<file path="config.mk">
export PLATFORM = sky130hd
export DESIGN_NAME = msx_config_parser
export DESIGN_NICKNAME = d
export VERILOG_FILES = /design/src/rtl/msx_config_parser.sv
export SDC_FILE = /design/constraint.sdc
export NUM_CORES = 1
export LEC_CHECK = 0
export ABC_AREA = 1
export BUFFER_PORTS_ARGS = -buffer_cell sky130_fd_sc_hd__buf_2
export CORE_MARGIN = 4
export CORE_UTILIZATION = 50
export DETAILED_ROUTE_END_ITERATION = 10
export PLACE_DENSITY = 0.83
export SLEW_MARGIN = 20
export SYNTH_ARGS = -nofsm -noshare
export SYNTH_HDL_FRONTEND = slang
export SYNTH_SLANG_ARGS = --single-unit
</file>
<file path="constraint.sdc">
create_clock -name clk -period 1.8 [get_ports clk]
set_input_delay 0.36 -clock clk [delete_from_list [all_inputs] [get_ports clk]]
set_output_delay 0.36 -clock clk [all_outputs]
set_load 0.005 [all_outputs]
</file>
<file path="src/rtl/msx_config_parser.sv">
// Typed-record parser from the ioctl download byte stream into block, RAM and SRAM table writes.
// Write strobe is one cycle after the last payload byte; never stalls, so back-to-back bytes are fine.
module msx_config_parser #(
  parameter int MAX_RECORDS = 255
) (
  input  logic        clk,
  input  logic        reset,
  input  logic        ioctl_download,
  input  logic        ioctl_wr,
  input  logic [7:0]  ioctl_dout,
  output logic        block_we,
  output logic [5:0]  block_idx,
  output logic [3:0]  block_ref_ram,
  output logic [1:0]  block_ref_sram,
  output logic [1:0]  block_offset_ram,
  output logic [4:0]  block_mapper,
  output logic [3:0]  block_device,
  output logic        block_cart_num,
  output logic        ram_we,
  output logic [3:0]  ram_idx,
  output logic [26:0] ram_addr,
  output logic [15:0] ram_size,
  output logic        ram_ro,
  output logic        sram_we,
  output logic [1:0]  sram_idx,
  output logic [17:0] sram_addr,
  output logic [15:0] sram_size,
  output logic        done,
  output logic        error,
  output logic [7:0]  rec_count
);

  typedef enum logic [2:0] {S_IDLE, S_TYPE, S_PAYLOAD, S_DONE, S_ERR} state_t;
  typedef enum logic [1:0] {R_BLOCK, R_RAM, R_SRAM} rec_t;

  state_t      state_q, state_d;
  rec_t        rec_q, rec_d;
  logic [3:0]  bcnt_q, bcnt_d;
  logic [7:0]  pb_q [0:7];
  logic [7:0]  pb_d [0:7];
  logic        dl_q;
  logic        done_q, done_d, error_q, error_d;
  logic [7:0]  cnt_q, cnt_d;
  logic        blk_we_q, blk_we_d, ram_we_q, ram_we_d, sram_we_q, sram_we_d;
  logic [5:0]  blk_idx_q, blk_idx_d;
  logic [3:0]  blk_rram_q, blk_rram_d;
  logic [1:0]  blk_rsram_q, blk_rsram_d, blk_ofs_q, blk_ofs_d;
  logic [4:0]  blk_map_q, blk_map_d;
  logic [3:0]  blk_dev_q, blk_dev_d;
  logic        blk_cart_q, blk_cart_d;
  logic [3:0]  ram_idx_q, ram_idx_d;
  logic [26:0] ram_addr_q, ram_addr_d;
  logic [15:0] ram_size_q, ram_size_d;
  logic        ram_ro_q, ram_ro_d;
  logic [1:0]  sram_idx_q, sram_idx_d;
  logic [17:0] sram_addr_q, sram_addr_d;
  logic [15:0] sram_size_q, sram_size_d;

  logic       dl_rise, dl_fall, wr_ok, last_byte;
  logic [3:0] rec_len;

  assign dl_rise = ioctl_download & ~dl_q;
  assign dl_fall = ~ioctl_download & dl_q;
  assign wr_ok   = ioctl_wr & ioctl_download;

  always_comb begin
    case (rec_q)
      R_BLOCK: rec_len = 4'd4;
      R_RAM:   rec_len = 4'd8;
      default: rec_len = 4'd6;
    endcase
  end
  assign last_byte = (bcnt_q == rec_len - 4'd1);

  always_comb begin
    state_d     = state_q;
    rec_d       = rec_q;
    bcnt_d      = bcnt_q;
    pb_d        = pb_q;
    done_d      = done_q;
    error_d     = error_q;
    cnt_d       = cnt_q;
    blk_we_d    = 1'b0;
    ram_we_d    = 1'b0;
    sram_we_d   = 1'b0;
    blk_idx_d   = blk_idx_q;
    blk_rram_d  = blk_rram_q;
    blk_rsram_d = blk_rsram_q;
    blk_ofs_d   = blk_ofs_q;
    blk_map_d   = blk_map_q;
    blk_dev_d   = blk_dev_q;
    blk_cart_d  = blk_cart_q;
    ram_idx_d   = ram_idx_q;
    ram_addr_d  = ram_addr_q;
    ram_size_d  = ram_size_q;
    ram_ro_d    = ram_ro_q;
    sram_idx_d  = sram_idx_q;
    sram_addr_d = sram_addr_q;
    sram_size_d = sram_size_q;

    if (dl_rise) begin
      done_d  = 1'b0;
      error_d = 1'b0;
      cnt_d   = '0;
      bcnt_d  = '0;
      state_d = S_TYPE;
    end else begin
      case (state_q)
        S_TYPE: begin
          if (dl_fall) begin
            error_d = 1'b1;
            state_d = S_IDLE;
          end else if (wr_ok) begin
            bcnt_d  = '0;
            state_d = S_PAYLOAD;
            case (ioctl_dout)
              8'h01:   rec_d = R_BLOCK;
              8'h02:   rec_d = R_RAM;
              8'h03:   rec_d = R_SRAM;
              8'hFF: begin
                done_d  = 1'b1;
                state_d = S_DONE;
              end
              default: begin
                error_d = 1'b1;
                state_d = S_ERR;
              end
            endcase
          end
        end
        S_PAYLOAD: begin
          if (dl_fall) begin
            error_d = 1'b1;
            state_d = S_IDLE;
          end else if (wr_ok) begin
            pb_d[bcnt_q[2:0]] = ioctl_dout;
            bcnt_d = bcnt_q + 4'd1;
            if (last_byte) begin
              state_d = S_TYPE;
              if (cnt_q != 8'(MAX_RECORDS)) cnt_d = cnt_q + 8'd1;
              case (rec_q)
                R_BLOCK: begin
                  // Out-of-range mapper/device rejects the whole record.
                  if (pb_q[2][4:0] > 5'd17 || ioctl_dout[3:0] > 4'd4) begin
                    cnt_d   = cnt_q;
                    error_d = 1'b1;
                    state_d = S_ERR;
                  end else begin
                    blk_we_d    = 1'b1;
                    blk_idx_d   = pb_q[0][7:2];
                    blk_rram_d  = pb_q[1][7:4];
                    blk_rsram_d = pb_q[1][3:2];
                    blk_ofs_d   = pb_q[1][1:0];
                    blk_cart_d  = pb_q[2][7];
                    blk_map_d   = pb_q[2][4:0];
                    blk_dev_d   = ioctl_dout[3:0];
                  end
                end
                R_RAM: begin
                  ram_we_d   = 1'b1;
                  ram_idx_d  = pb_q[0][3:0];
                  ram_addr_d = {pb_q[4][2:0], pb_q[3], pb_q[2], pb_q[1]};
                  ram_size_d = {pb_q[6], pb_q[5]};
                  ram_ro_d   = ioctl_dout[0];
                end
                default: begin
                  sram_we_d   = 1'b1;
                  sram_idx_d  = pb_q[0][1:0];
                  sram_addr_d = {pb_q[3][1:0], pb_q[2], pb_q[1]};
                  sram_size_d = {ioctl_dout, pb_q[4]};
                end
              endcase
            end
          end
        end
        S_DONE, S_ERR: if (dl_fall) state_d = S_IDLE;
        default: ;
      endcase
    end
  end

  // Edge detector tracks the pin even through reset, so a reset mid-session
  // does not look like a fresh download start.
  always_ff @(posedge clk) dl_q <= ioctl_download;

  always_ff @(posedge clk) begin
    if (reset) begin
      state_q     <= S_IDLE;
      rec_q       <= R_BLOCK;
      bcnt_q      <= '0;
      for (int i = 0; i < 8; i++) pb_q[i] <= '0;
      done_q      <= 1'b0;
      error_q     <= 1'b0;
      cnt_q       <= '0;
      blk_we_q    <= 1'b0;
      ram_we_q    <= 1'b0;
      sram_we_q   <= 1'b0;
      blk_idx_q   <= '0;
      blk_rram_q  <= '0;
      blk_rsram_q <= '0;
      blk_ofs_q   <= '0;
      blk_map_q   <= '0;
      blk_dev_q   <= '0;
      blk_cart_q  <= 1'b0;
      ram_idx_q   <= '0;
      ram_addr_q  <= '0;
      ram_size_q  <= '0;
      ram_ro_q    <= 1'b0;
      sram_idx_q  <= '0;
      sram_addr_q <= '0;
      sram_size_q <= '0;
    end else begin
      state_q     <= state_d;
      rec_q       <= rec_d;
      bcnt_q      <= bcnt_d;
      pb_q        <= pb_d;
      done_q      <= done_d;
      error_q     <= error_d;
      cnt_q       <= cnt_d;
      blk_we_q    <= blk_we_d;
      ram_we_q    <= ram_we_d;
      sram_we_q   <= sram_we_d;
      blk_idx_q   <= blk_idx_d;
      blk_rram_q  <= blk_rram_d;
      blk_rsram_q <= blk_rsram_d;
      blk_ofs_q   <= blk_ofs_d;
      blk_map_q   <= blk_map_d;
      blk_dev_q   <= blk_dev_d;
      blk_cart_q  <= blk_cart_d;
      ram_idx_q   <= ram_idx_d;
      ram_addr_q  <= ram_addr_d;
      ram_size_q  <= ram_size_d;
      ram_ro_q    <= ram_ro_d;
      sram_idx_q  <= sram_idx_d;
      sram_addr_q <= sram_addr_d;
      sram_size_q <= sram_size_d;
    end
  end

  assign block_we         = blk_we_q;
  assign block_idx        = blk_idx_q;
  assign block_ref_ram    = blk_rram_q;
  assign block_ref_sram   = blk_rsram_q;
  assign block_offset_ram = blk_ofs_q;
  assign block_mapper     = blk_map_q;
  assign block_device     = blk_dev_q;
  assign block_cart_num   = blk_cart_q;
  assign ram_we           = ram_we_q;
  assign ram_idx          = ram_idx_q;
  assign ram_addr         = ram_addr_q;
  assign ram_size         = ram_size_q;
  assign ram_ro           = ram_ro_q;
  assign sram_we          = sram_we_q;
  assign sram_idx         = sram_idx_q;
  assign sram_addr        = sram_addr_q;
  assign sram_size        = sram_size_q;
  assign done             = done_q;
  assign error            = error_q;
  assign rec_count        = cnt_q;

endmodule

</file>
## Yosys cells after proc, flatten, opt, wreduce, memory -nomap -nowiden

Index checks and enable logic that the tools add are counted.

- Register bits: 195
- Bits of input ports: 12
- Word-level logic and storage cells: 142
- Output and inout bits: 121

- Bitwise gates (word level): 14
- $add $sub $neg: 3
- Reduce and logical (&&, ||, !) cells: 25
- Equality and inequality tests: 27
- Magnitude comparators: 4
- Multiplexer cells: 36

Operators with widths:

| operator | count |
|---|---|
| $bwmux W64 | 1 |
| $mux W8 | 4 |
| $reduce_and A5 Y1 | 5 |
| $demux W8 S3 | 1 |
| $mux W3 | 8 |
| $ne A3 B3 Y1 const B | 7 |
| $eq A8 B2 Y1 const B | 2 |
| $mux W4 | 4 |
| $pmux W4 S2 | 2 |
| $reduce_and A7 Y1 | 2 |
| $mux W1 | 12 |
| $ne A2 B2 Y1 const B | 6 |
| $ne A4 B4 Y1 const B | 3 |
| $reduce_and A6 Y1 | 2 |
| $not A1 Y1 | 10 |
| $pmux W3 S3 | 1 |
| $add A8 B1 Y8 const B | 1 |
| $eq A8 B1 Y1 const B | 1 |
| $eq A8 B8 Y1 const B | 1 |
| $ne A8 B8 Y1 const B | 1 |
| $reduce_and A4 Y1 | 2 |
| $reduce_or A7 Y1 | 1 |
| $eq A3 B2 Y1 const B | 2 |
| $pmux W2 S3 | 1 |
| other kinds (24) | 29 |

## Logic depth before layout (Yosys ltp)

Gate-level depths: netlist (run 1).

- Depth in word-level cells: 9
- Mapped depth: 13

## Least setup slack after synthesis (run 1)

Ideal clock, no wire load.

- Path type: input -> register
- Start: in ioctl_download
- End: reg sram_addr_q[0] (netlist: sram_addr[0])
- Setup time: 0.135 ns
- Arrival time: 1.554 ns
- Setup slack: 0.111 ns
- Path buffers: 1
- Cell stages on the path: 9
- Cell sequence: inv_1 > ha_1 > nor2_2 > inv_1 > nor2_1 > nand4_2 > clkbuf_1 > nor2_1 > a211oi_1

- Cells in the longest elaborated chain, start to end: 4

RTL lines:

| element | line | source |
|---|---|---|
| from (decl) | 8 | `input logic ioctl_download,` |
| $not A1 Y1 | 63 | `assign dl_fall = ~ioctl_download & dl_q;` |
| $and A1 B1 Y1 | 63 |  |
| $not A1 Y1 (no line) | n/a |  |
| $reduce_and A6 Y1 (no line) (*) | n/a |  |
| to (signal assigned) | 235 | `sram_addr_q <= sram_addr_d;` |
| to (decl) | 56 | `logic [17:0] sram_addr_q, sram_addr_d;` |

Every way passes the cells marked *; elsewhere a longest branch is shown, timed or not.
A chain may end at the register's enable or synchronous reset.

## Worst setup path after layout (run 1)

- Start: reg bcnt_q[2]
- End: reg ram_idx_q[0] (netlist: ram_idx[0])

- Cells in the longest elaborated chain, start to end: 2

RTL lines:

| element | line | source |
|---|---|---|
| from (decl) | 38 | `logic [3:0] bcnt_q, bcnt_d;` |
| from (signal assigned) | 215 | `bcnt_q <= bcnt_d;` |
| $eq A4 B4 Y1 | 73 | `assign last_byte = (bcnt_q == rec_len - 4'd1);` |
| $reduce_and A6 Y1 (no line) | n/a |  |
| to (signal assigned) | 230 | `ram_idx_q <= ram_idx_d;` |
| to (decl) | 51 | `logic [3:0] ram_idx_q, ram_idx_d;` |

Every way passes these cells.

==> metrics.yaml, run 1 <==
max_slew.worst_pin.slew_ps: 702
ys_types: 30
clk_pin_slew_ps: 70
die-height_um: 129
core_um2: 14100
wl_per_cell_um: 15.2
hpwl_um: 12900
drive_above_1_share: 0.214
drt_wl_total_um: 19400
initial_core_util: 0.517
cts.htree.levels: 4
rsz0062_at_grt: "yes"
grtUsageTotal: 0.232
grt_max_degree: 61
grt_overflow: 0
die_area_um2: 16600
syn_to_final_growth_pct: 22.8
syn-num-nets: 961
nets: 1102
synth_most_common_cell: "dfxtp_1"
crit_fanout: 28
drc_errors: 0
synth_edf_count: 0
tritoncts: "done"
worstPathArrival_ps: 2110
async_flop_share: 0
period_minus_slack_ps: 1800
critPathLaunchType: "flip-flop"
yosys_warnings: 0
antenna_found_initial: 0
synth_commonest_cells: "dfxtp_1 (187), inv_1 (153), nor2_1 (130)"
relSlewSlack: 0.532
min_path_type: "primary input to flip-flop"
viasPerCell: 5.21
final.fill_count: 1215
post_cts.repair.setup_buffers: 0
final-hold-violation-count: 0
numCtsBuffers: 17
ant_nets: 0
clock-sinks: 187
cap_violations: 0
synth_area_leaders: "dfxtp_1 (51%), a21oi_1 (8.7%), inv_1 (7.9%), o21ai_0 (7.4%), nor2_1 (6.7%)"
endpoint_kind: "flip-flop"
dr.pass1.iters: 5
setup_ws_ps: -2.98
drt_iter0_drc: 576
max-clock-path-buffers: 2
die_w_um: 129
drv_slew: 0
synth-main-ff-cell: "dfxtp_1"
p_leak_nw: 3.92
postSynthAreaPerCell_um2: 7.71
p_per_area_nw_per_um2: 930
finalSetupTns_ps: -2.98
synth-seq-cells: 187
cp.required_ps: 2100
place_area_um2: 8320
skew_ps: 8.56
grt_pass1_wl_um: 30800
min_period_over_period: 1.00
clock_latency_ps: 430
max_freq_mhz: 555
syn_inst: 945
ios: 133
violations: "setup timing"
portBuffers: 132
cts-root-buf: "clkbuf_16"
first_global_vias: 6226
diodes: 0
yosysTopAreaCell: "dfxtp_1"
synth_area_um2: 7280
rows: 43
power_mw: 8.32
outcome: "complete, but fails checks"
path_class: "flip-flop to flip-flop"
vias: 6653
synth_top_area_share: 0.514
vdd_drop_max_v: 0.000594
gp_congestion: 0.872
finalSetupViolations: 1
postLayoutCellArea_um2: 8950
ys_seq_area_frac: 0.514
critical path, stage by stage, from the launching register on:
cell and delay, ps:
dfxtp_2 370, inv_1 80, o21ai_0 70, nand2_1 130, nor2_4 130, nand2_2 70, inv_4 100, nand2_4 110
buf_12 190, o21ai_0 300, a21oi_1 90
placed cells by master (no fill, tap or decap), types with 3 or more instances in the layout:
cell	n
a21oi_1	125
nand4_1	4
dfxtp_1	185
buf_12	5
clkinv_2	3
clkinvlp_4	4
clkbuf_16	18
o21ai_0	92
nand2_1	54
inv_1	152
nor2_2	5
o21ai_1	21
buf_2	132
nor2_1	129
ha_1	4
nor3_1	26
inv_2	4
nand3_1	26
a211oi_1	32
buf_4	40
a211oi_2	4
worst paths after layout:
check                       startpoint                        end  slack [ps]  depth (start not counted)
min                     ioctl_download               dl_q$_DFF_P_          90                          1
max reg2reg     bcnt_q[2]$_SDFFE_PP0P_    ram_idx[0]$_SDFFE_PP0P_          -3                         10
min reg2reg  ram_addr[16]$_SDFFE_PP0P_  ram_addr[16]$_SDFFE_PP0P_         440                          2
max             bcnt_q[2]$_SDFFE_PP0P_    ram_idx[0]$_SDFFE_PP0P_          -3                         10
cells by family (layout without fill, tap and decap cells):
| group | count (synthesis) | count (layout) | synth area share |
|---|---|---|---|
| buffers and inverters | 215 | 367 | 0.119 |
| AO/OA/AOI/OAI | 280 | 280 | 0.206 |
| AND/OR/NAND/NOR | 258 | 258 | 0.153 |
| adder cells (fa/ha/maj) | 4 | 4 | 0.00687 |
| XOR/XNOR | 1 | 1 | 0.00120 |
| flip-flops | 187 | 187 | 0.514 |
metrics by stage:
stage	util	hold WS (ps)	cells	worst slack (ps)
final	0.635	94.0	1277	-2.98
after global routing	0.635	94.5	1277	-114
after CTS	0.629	82.8	1276	20.9
after detailed placement	0.590	431	1246	-94.8
after global placement	0.590	426	1246	-88.4
after floorplan	-	388	945	111
per-layer routing:
layer | global-route usage | up-vias | share of wire | routed length [µm]
li1 | - | 3347 | - | -
met3 | 0.0498 | 36 | 0.064 | 1240
met4 | 0.0877 | 0 | 0.025 | 482
met2 | 0.352 | 223 | 0.45 | 8790
met5 | 0 | - | 0 | 0
met1 | 0.326 | 3047 | 0.46 | 8830
repair_timing:
item,in CTS,in global routing
hold buffers,0,0
pin swaps,0,0
endpoints found under the setup margin,1,117
gates resized for setup,1,31
gates cloned,0,1
report_power, final:
part | switching (mW) | leakage (nW) | total (mW) | internal (mW)
Sequential | 0.0270 | 1.51 | 4.20 | 4.17
Combinational | 0.431 | 2.15 | 0.635 | 0.204
Clock | 1.56 | 0.255 | 3.49 | 1.93
Total | 2.02 | 3.92 | 8.32 | 6.30
final cells by class:
type                            count  area, µm²  share of cell area
Clock buffer                       20        447              0.0499
Clock inverter                     10       92.6              0.0103
Inverter                          157        592              0.0661
Multi-Input combinational cell    543       2730               0.305
Sequential cell                   187       3750               0.419
Tap cell                          180        225              0.0252
Timing Repair Buffer              180       1110               0.124
sequential cells by signal, summed over array words and instances (netlist names), 4 cells and up:
| register | flops |
|---|---|
| pb_q | 56 |
| ram_addr | 27 |
| sram_addr | 18 |
| ram_size | 16 |
| sram_size | 16 |
| rec_count | 8 |
| block_idx | 6 |
| block_mapper | 5 |
| bcnt_q | 4 |
| block_device | 4 |
| block_ref_ram | 4 |
| ram_idx | 4 |
(Power assumes the default switching activity.)
==> run 2, diff against run 1 <==
- CORE_UTILIZATION: 50 -> 52
- CTS_BUF_LIST: not set -> sky130_fd_sc_hd__clkbuf_8
- PLACE_DENSITY: 0.83 -> 0.85
==> run 2 against run 1 <==
Against the previous run: the run now ends clean; flip-flop and latch count is the same; via count decreased by 1.0%; clock power is 16% lower; cell area shrank 0.94%; combinational power increased by 2%; clock skew up 3.3 ps; first-iteration DRC count decreased by 6.4%; setup slack gained 71 ps; routed wire length is 3.2% lower; critical path depth grew 1; sequential share of layout area up 0.44 points; critical path type unchanged; critical endpoint is now block_ref_ram[2]$_SDFFE_PP0P_.
==> metrics.yaml, run 2 (synthesized netlist as in run 1, its figures left out) <==
initial_core_util: 0.539  # +0.0226
period_minus_slack_ps: 1730  # -70.6 ps
die-height_um: 126  # -1.8%
grt_pass1_wl_um: 29700  # -3.5%
cts-root-buf: "clkbuf_8"
cp.required_ps: 2150  # +50 ps
place_area_um2: 8380  # +0.72%
relSlewSlack: 0.720  # +0.188
cts.htree.levels: 4  # unchanged
p_per_area_nw_per_um2: 877  # -5.6%
grt_overflow: 0  # unchanged
max-clock-path-buffers: 2  # unchanged
cts-hold-fix-buffers: 0  # unchanged
setup_ws_ps: 67.6  # +70.6 ps
postLayoutCellArea_um2: 8860  # -0.94%
core_um2: 13500  # -4.2%
clock_latency_ps: 470  # +40 ps
path_class: "flip-flop to flip-flop"
grtUsageTotal: 0.230  # -0.00250
finalSetupViolations: 0  # -1
final_common_cell: "dfxtp_1"
numCtsBuffers: 17  # unchanged
critPathLaunchType: "flip-flop"
viasPerCell: 5.14  # -1.3%
skew_ps: 11.9  # +3.34 ps
endpoint_kind: "flip-flop"
largest_register_ffs: 56  # unchanged
worstPathArrival_ps: 2080  # -30 ps
die_area_um2: 16000  # -3.6%
drc_errors: 0  # unchanged
ios: 133  # unchanged
ant_nets: 0  # unchanged
final-hold-violation-count: 0  # unchanged
clock-sinks: 187  # unchanged
drt_wl_total_um: 18700  # -3.2%
first_global_vias: 5932  # -4.7%
gp_congestion: 0.921  # +5.5%
rows: 42  # -2.3%
die_w_um: 126  # -1.8%
min_period_over_period: 0.962  # -0.0392
p_leak_nw: 3.90  # -0.45%
drv_slew: 0  # unchanged
syn_to_final_growth_pct: 21.7
power_mw: 7.78  # -6.5%
largest_register: "pb_q"
clkPwrFrac: 0.378  # -0.041
post_cts.repair.setup_buffers: 0  # unchanged
vdd_drop_max_v: 0.000513  # -14%
max_slew.worst_pin.slew_ps: 420  # -282 ps
p_sw_frac: 0.247  # +0.00419
finalSetupTns_ps: 0  # +2.98 ps
hold_ws_ps: 133  # +38.7 ps
drive_above_1_share: 0.222  # +0.00770
outcome: "completed"
portBuffers: 132  # unchanged
intPower_mw: 5.86  # -7.0%
grt_max_degree: 86  # +41%
wl_per_cell_um: 14.6  # -3.5%
clk_pin_slew_ps: 90  # +20 ps
tritoncts: "done"
power_switching_mw: 1.92  # -4.9%
dr.pass1.iters: 5  # unchanged
vias: 6584  # -1.0%
cap_violations: 0  # unchanged
cts_resized: 1  # unchanged
post_layout_nonfiller_instances: 1281  # +0.31%
antenna_found_initial: 1  # +1
drt_iter0_drc: 539  # -6.4%
crit_fanout: 25  # -11%
utilization: 0.656  # +0.0215
layout_common_cells: "dfxtp_1 (184), inv_1 (154), buf_2 (132), nor2_1 (129), a21oi_1 (126)"
power_frac_seq: 0.539  # +0.034
max_freq_mhz: 577  # +4.1%
hpwl_um: 13100  # +1.0%
pwr-share-comb: 0.083  # +0.007
nets: 1108  # +0.54%
min_path_type: "primary input to flip-flop"
dp_cells: 1249  # +0.24%
place_ws_ps: -57.3  # +37.5 ps
-- run 2: changes by cell type in the layout (fill, tap and decap cells not counted), sizes merged --
cell      change
diode         +1
buf           +7
clkbuf        -1
clkinvlp      -4
clkinv        +3
bufinv        +2
-- run 2: routing by layer --
layer	part of all wire	GRT usage	up-vias
li1	-	-	3345
met4	0.020	0.0757	0
met1	0.46	0.317	2996
met3	0.054	0.0437	26
met5	0	0	-
met2	0.46	0.364	217
-- run 2: layout make-up --
type	count	area [µm²]
antenna	1	2.50
fill	1155	4640
tap	176	220
multi-input combinational	543	2730
clock inverter	11	144
inverter	157	592
timing repair buffer	186	1150
clock buffer	20	275
sequential	187	3750
-- run 2: path summary, 6_finish.rpt --
path,from,to,slack [ps],cells past startpoint
setup / recovery,bcnt_q[2]$_SDFFE_PP0P_,block_ref_ram[2]$_SDFFE_PP0P_,70,11
hold / removal,ioctl_download,dl_q$_DFF_P_,130,2
hold reg to reg,ram_addr[15]$_SDFFE_PP0P_,ram_addr[15]$_SDFFE_PP0P_,440,2
setup reg to reg,bcnt_q[2]$_SDFFE_PP0P_,block_ref_ram[2]$_SDFFE_PP0P_,70,11
-- run 2: worst max-delay path, stage by stage, from the launching register on --
cell	delay, ps
dfxtp_4	380
inv_1	80
o21ai_0	90
nand2_1	120
nor2_4	110
nand2_2	70
inv_4	60
buf_4	190
nand2_2	90
buf_12	170
nor2_1	150
nor3_1	80
-- run 2: power groups by stage --
stage | logic, mW | clock network, mW | registers [mW]
floorplan | 0.427 | 0 | 4.29
global placement | 0.627 | 0 | 4.29
detailed placement | 0.632 | 0 | 4.29
CTS | 0.634 | 2.97 | 4.19
global route | 0.726 | 3.18 | 4.20
finish | 0.646 | 2.94 | 4.19
==> run 3, diff against run 2 <==
- PLACE_DENSITY: 0.85 -> 0.8
==> run 3 against run 2 <==
Against the previous run: clock skew down 5.2 ps; combinational power about the same; global-route usage is essentially flat; sequential power about the same; cell area decreased by 1.1%; maximum frequency rose by 1.9%; utilization down 0.70 points; final cell count is essentially flat; worst hold slack lost 3.7 ps; first-iteration DRC count down 0.93%; sequential share of layout area rose by 0.44 points; critical endpoint is now ram_addr[23]$_SDFFE_PP0P_; largest power group unchanged.
==> metrics.yaml, run 3 (synthesized netlist as in run 1, its figures left out) <==
numCtsBuffers: 17  # unchanged
rows: 42  # unchanged
crit_fanout: 51  # +100%
largest_register_ffs: 56  # unchanged
die_area_um2: 16000  # unchanged
critPathLaunchType: "flip-flop"
drc_errors: 0  # unchanged
cp_cell_sequence: "o21ai_0, nand2_1, nor2_4, nand2_2, inv_4, nand2_2, buf_12, buf_4, a21oi_1"
layout_common_cells: "dfxtp_1 (185), inv_1 (156), buf_2 (132), nor2_1 (127), a21oi_1 (126)"
grtUsageTotal: 0.230  # about the same
cts-root-buf: "clkbuf_8"
finalSetupViolations: 0  # unchanged
nets: 1110  # +0.18%
cp.required_ps: 2190  # +40 ps
drt_wl_total_um: 18400  # -1.6%
clock_latency_ps: 460  # about the same
pwr-share-comb: 0.089  # +0.006
drv_slew: 0  # unchanged
clk_pin_slew_ps: 80  # about the same
min_period_over_period: 0.944  # -0.0182
die_w_um: 126  # unchanged
period_minus_slack_ps: 1700  # -32.8 ps
worstPathArrival_ps: 2090  # about the same
vdd_drop_max_v: 0.000608  # +19%
worst_r2r_path_depth: 9  # -2
relSlewSlack: 0.571  # -0.149
cp_top_family: "simple AND/OR/NAND/NOR gates"
skew_ps: 6.67  # -5.24 ps
power_frac_seq: 0.577  # +0.038
grt_overflow: 0  # unchanged
first_global_vias: 5952  # +0.34%
endpoint_kind: "flip-flop"
antenna_found_initial: 0  # -1
place_area_um2: 8380  # about the same
rsz0062_at_grt: "yes"
p_sw_frac: 0.247  # about the same
intPower_mw: 5.47  # -6.6%
final_common_cell: "dfxtp_1"
p_per_area_nw_per_um2: 829  # -5.6%
drive_above_1_share: 0.218  # -0.00362
crit_slowest_cell: "dfxtp_1"
vias: 6616  # +0.49%
cpMostUsedCell: "nand2_2"
initial_core_util: 0.539  # unchanged
max_slew.worst_pin.slew_ps: 644  # +223 ps
diodes: 0  # -1
ant_nets: 0  # unchanged
grt_pass1_wl_um: 29900  # +0.53%
tritoncts: "done"
cap_violations: 0  # unchanged
power_switching_mw: 1.79  # -6.6%
grt_max_degree: 60  # -30%
regToRegSetupSlack_ps: 100  # +30 ps
min_path_type: "primary input to flip-flop"
outcome: "completed"
cts-hold-fix-buffers: 0  # unchanged
cts.htree.levels: 4  # unchanged
hpwl_um: 13100  # +0.12%
path_class: "flip-flop to flip-flop"
crit_cells: 9  # -2
largest_register: "pb_q"
portBuffers: 132  # unchanged
ios: 133  # unchanged
core_um2: 13500  # unchanged
max_freq_mhz: 588  # +1.9%
die-height_um: 126  # unchanged
postLayoutCellArea_um2: 8770  # -1.1%
final-hold-violation-count: 0  # unchanged
clock-sinks: 187  # unchanged
viasPerCell: 5.17  # +0.56%
cpPeakStageDelay_ps: 360  # -20 ps
hold_depth: 2  # unchanged
drt_iter0_drc: 534  # -0.93%
worst-path-buf-inv: 3  # -1
wl_per_cell_um: 14.4  # -1.5%
power_mw: 7.27  # -6.6%
dr.pass1.iters: 5  # unchanged
p_leak_nw: 3.85  # -1.2%
gp_congestion: 0.874  # -5.1%
max-clock-path-buffers: 2  # unchanged
syn_to_final_growth_pct: 20.4
clkPwrFrac: 0.333  # -0.045
run 3: cell types whose count changed in the layout (fill, tap and decap cells not counted), moves of 5 or more:
cell      previous run  this run
a211oi_2             8         3
buf_4               46        51
a211oi_1            28        33
o21ai_1              5        18
o21ai_0            108        95
run 3: power groups by stage:
stage / sequential (mW) / combinational (mW) / clock (mW)
after floorplan: 4.29 / 0.427 / 0
after detailed placement: 4.29 / 0.627 / 0
final: 4.19 / 0.649 / 2.42
after CTS: 4.19 / 0.630 / 2.47
after global routing: 4.20 / 0.724 / 2.65
after global placement: 4.29 / 0.624 / 0
run 3: final cells by class:
| cell class | instances | area, µm² |
|---|---|---|
| clock inverters | 7 | 30.0 |
| fillers | 1155 | 4740 |
| multi-input cells | 543 | 2730 |
| inverters | 157 | 594 |
| well taps | 176 | 220 |
| clock buffers | 22 | 303 |
| repair buffers | 188 | 1140 |
| flip-flops and latches | 187 | 3750 |
run 3: worst paths after layout:
check,from,endpoint
worst max-delay path,rec_q[0]$_SDFFE_PP0P_,ram_addr[23]$_SDFFE_PP0P_
worst min-delay path,ioctl_download,dl_q$_DFF_P_
worst max register to register,rec_q[0]$_SDFFE_PP0P_,ram_addr[23]$_SDFFE_PP0P_
worst min register to register,pb_q[11]$_SDFFE_PP0P_,pb_q[11]$_SDFFE_PP0P_
run 3: what timing repair did:
item	4_1_cts	5_1_grt
resized for setup	0	30
endpoints found under the setup margin	0	126
setup buffers	0	1
run 3: worst reg2reg max path, delay by kind of cell, from the launching register on:
family,cells,cell delay [ps]
AOI/OAI and AO/OA,2,310
DFF,1,360
and+or+nand+nor,4,470
buffers and inverters,3,480
run 3: per-stage QoR:
| step | worst slack (ps) | instances | TNS [ps] | hold WS (ps) | utilization |
|---|---|---|---|---|---|
| 2_1_floorplan | 111 | 945 | 0 | 388 | - |
| 3_5_place_dp | -98.1 | 1250 | -1400 | 431 | 0.620 |
| 3_3_place_gp | -86.0 | 1250 | -699 | 428 | 0.620 |
| 5_1_grt | -8.04 | 1280 | -22.5 | 116 | 0.649 |
| 4_1_cts | 40.3 | 1279 | 0 | 103 | 0.645 |
| 6_report | 100 | 1280 | 0 | 129 | 0.649 |
run 3: per-layer routing:
layer | up-vias | global-route usage | part of all wire
li1 | 3363 | - | -
met1 | 2990 | 0.330 | 0.47
met2 | 231 | 0.341 | 0.45
met3 | 32 | 0.0551 | 0.072
met4 | 0 | 0.0757 | 0.018
met5 | - | 0 | 0
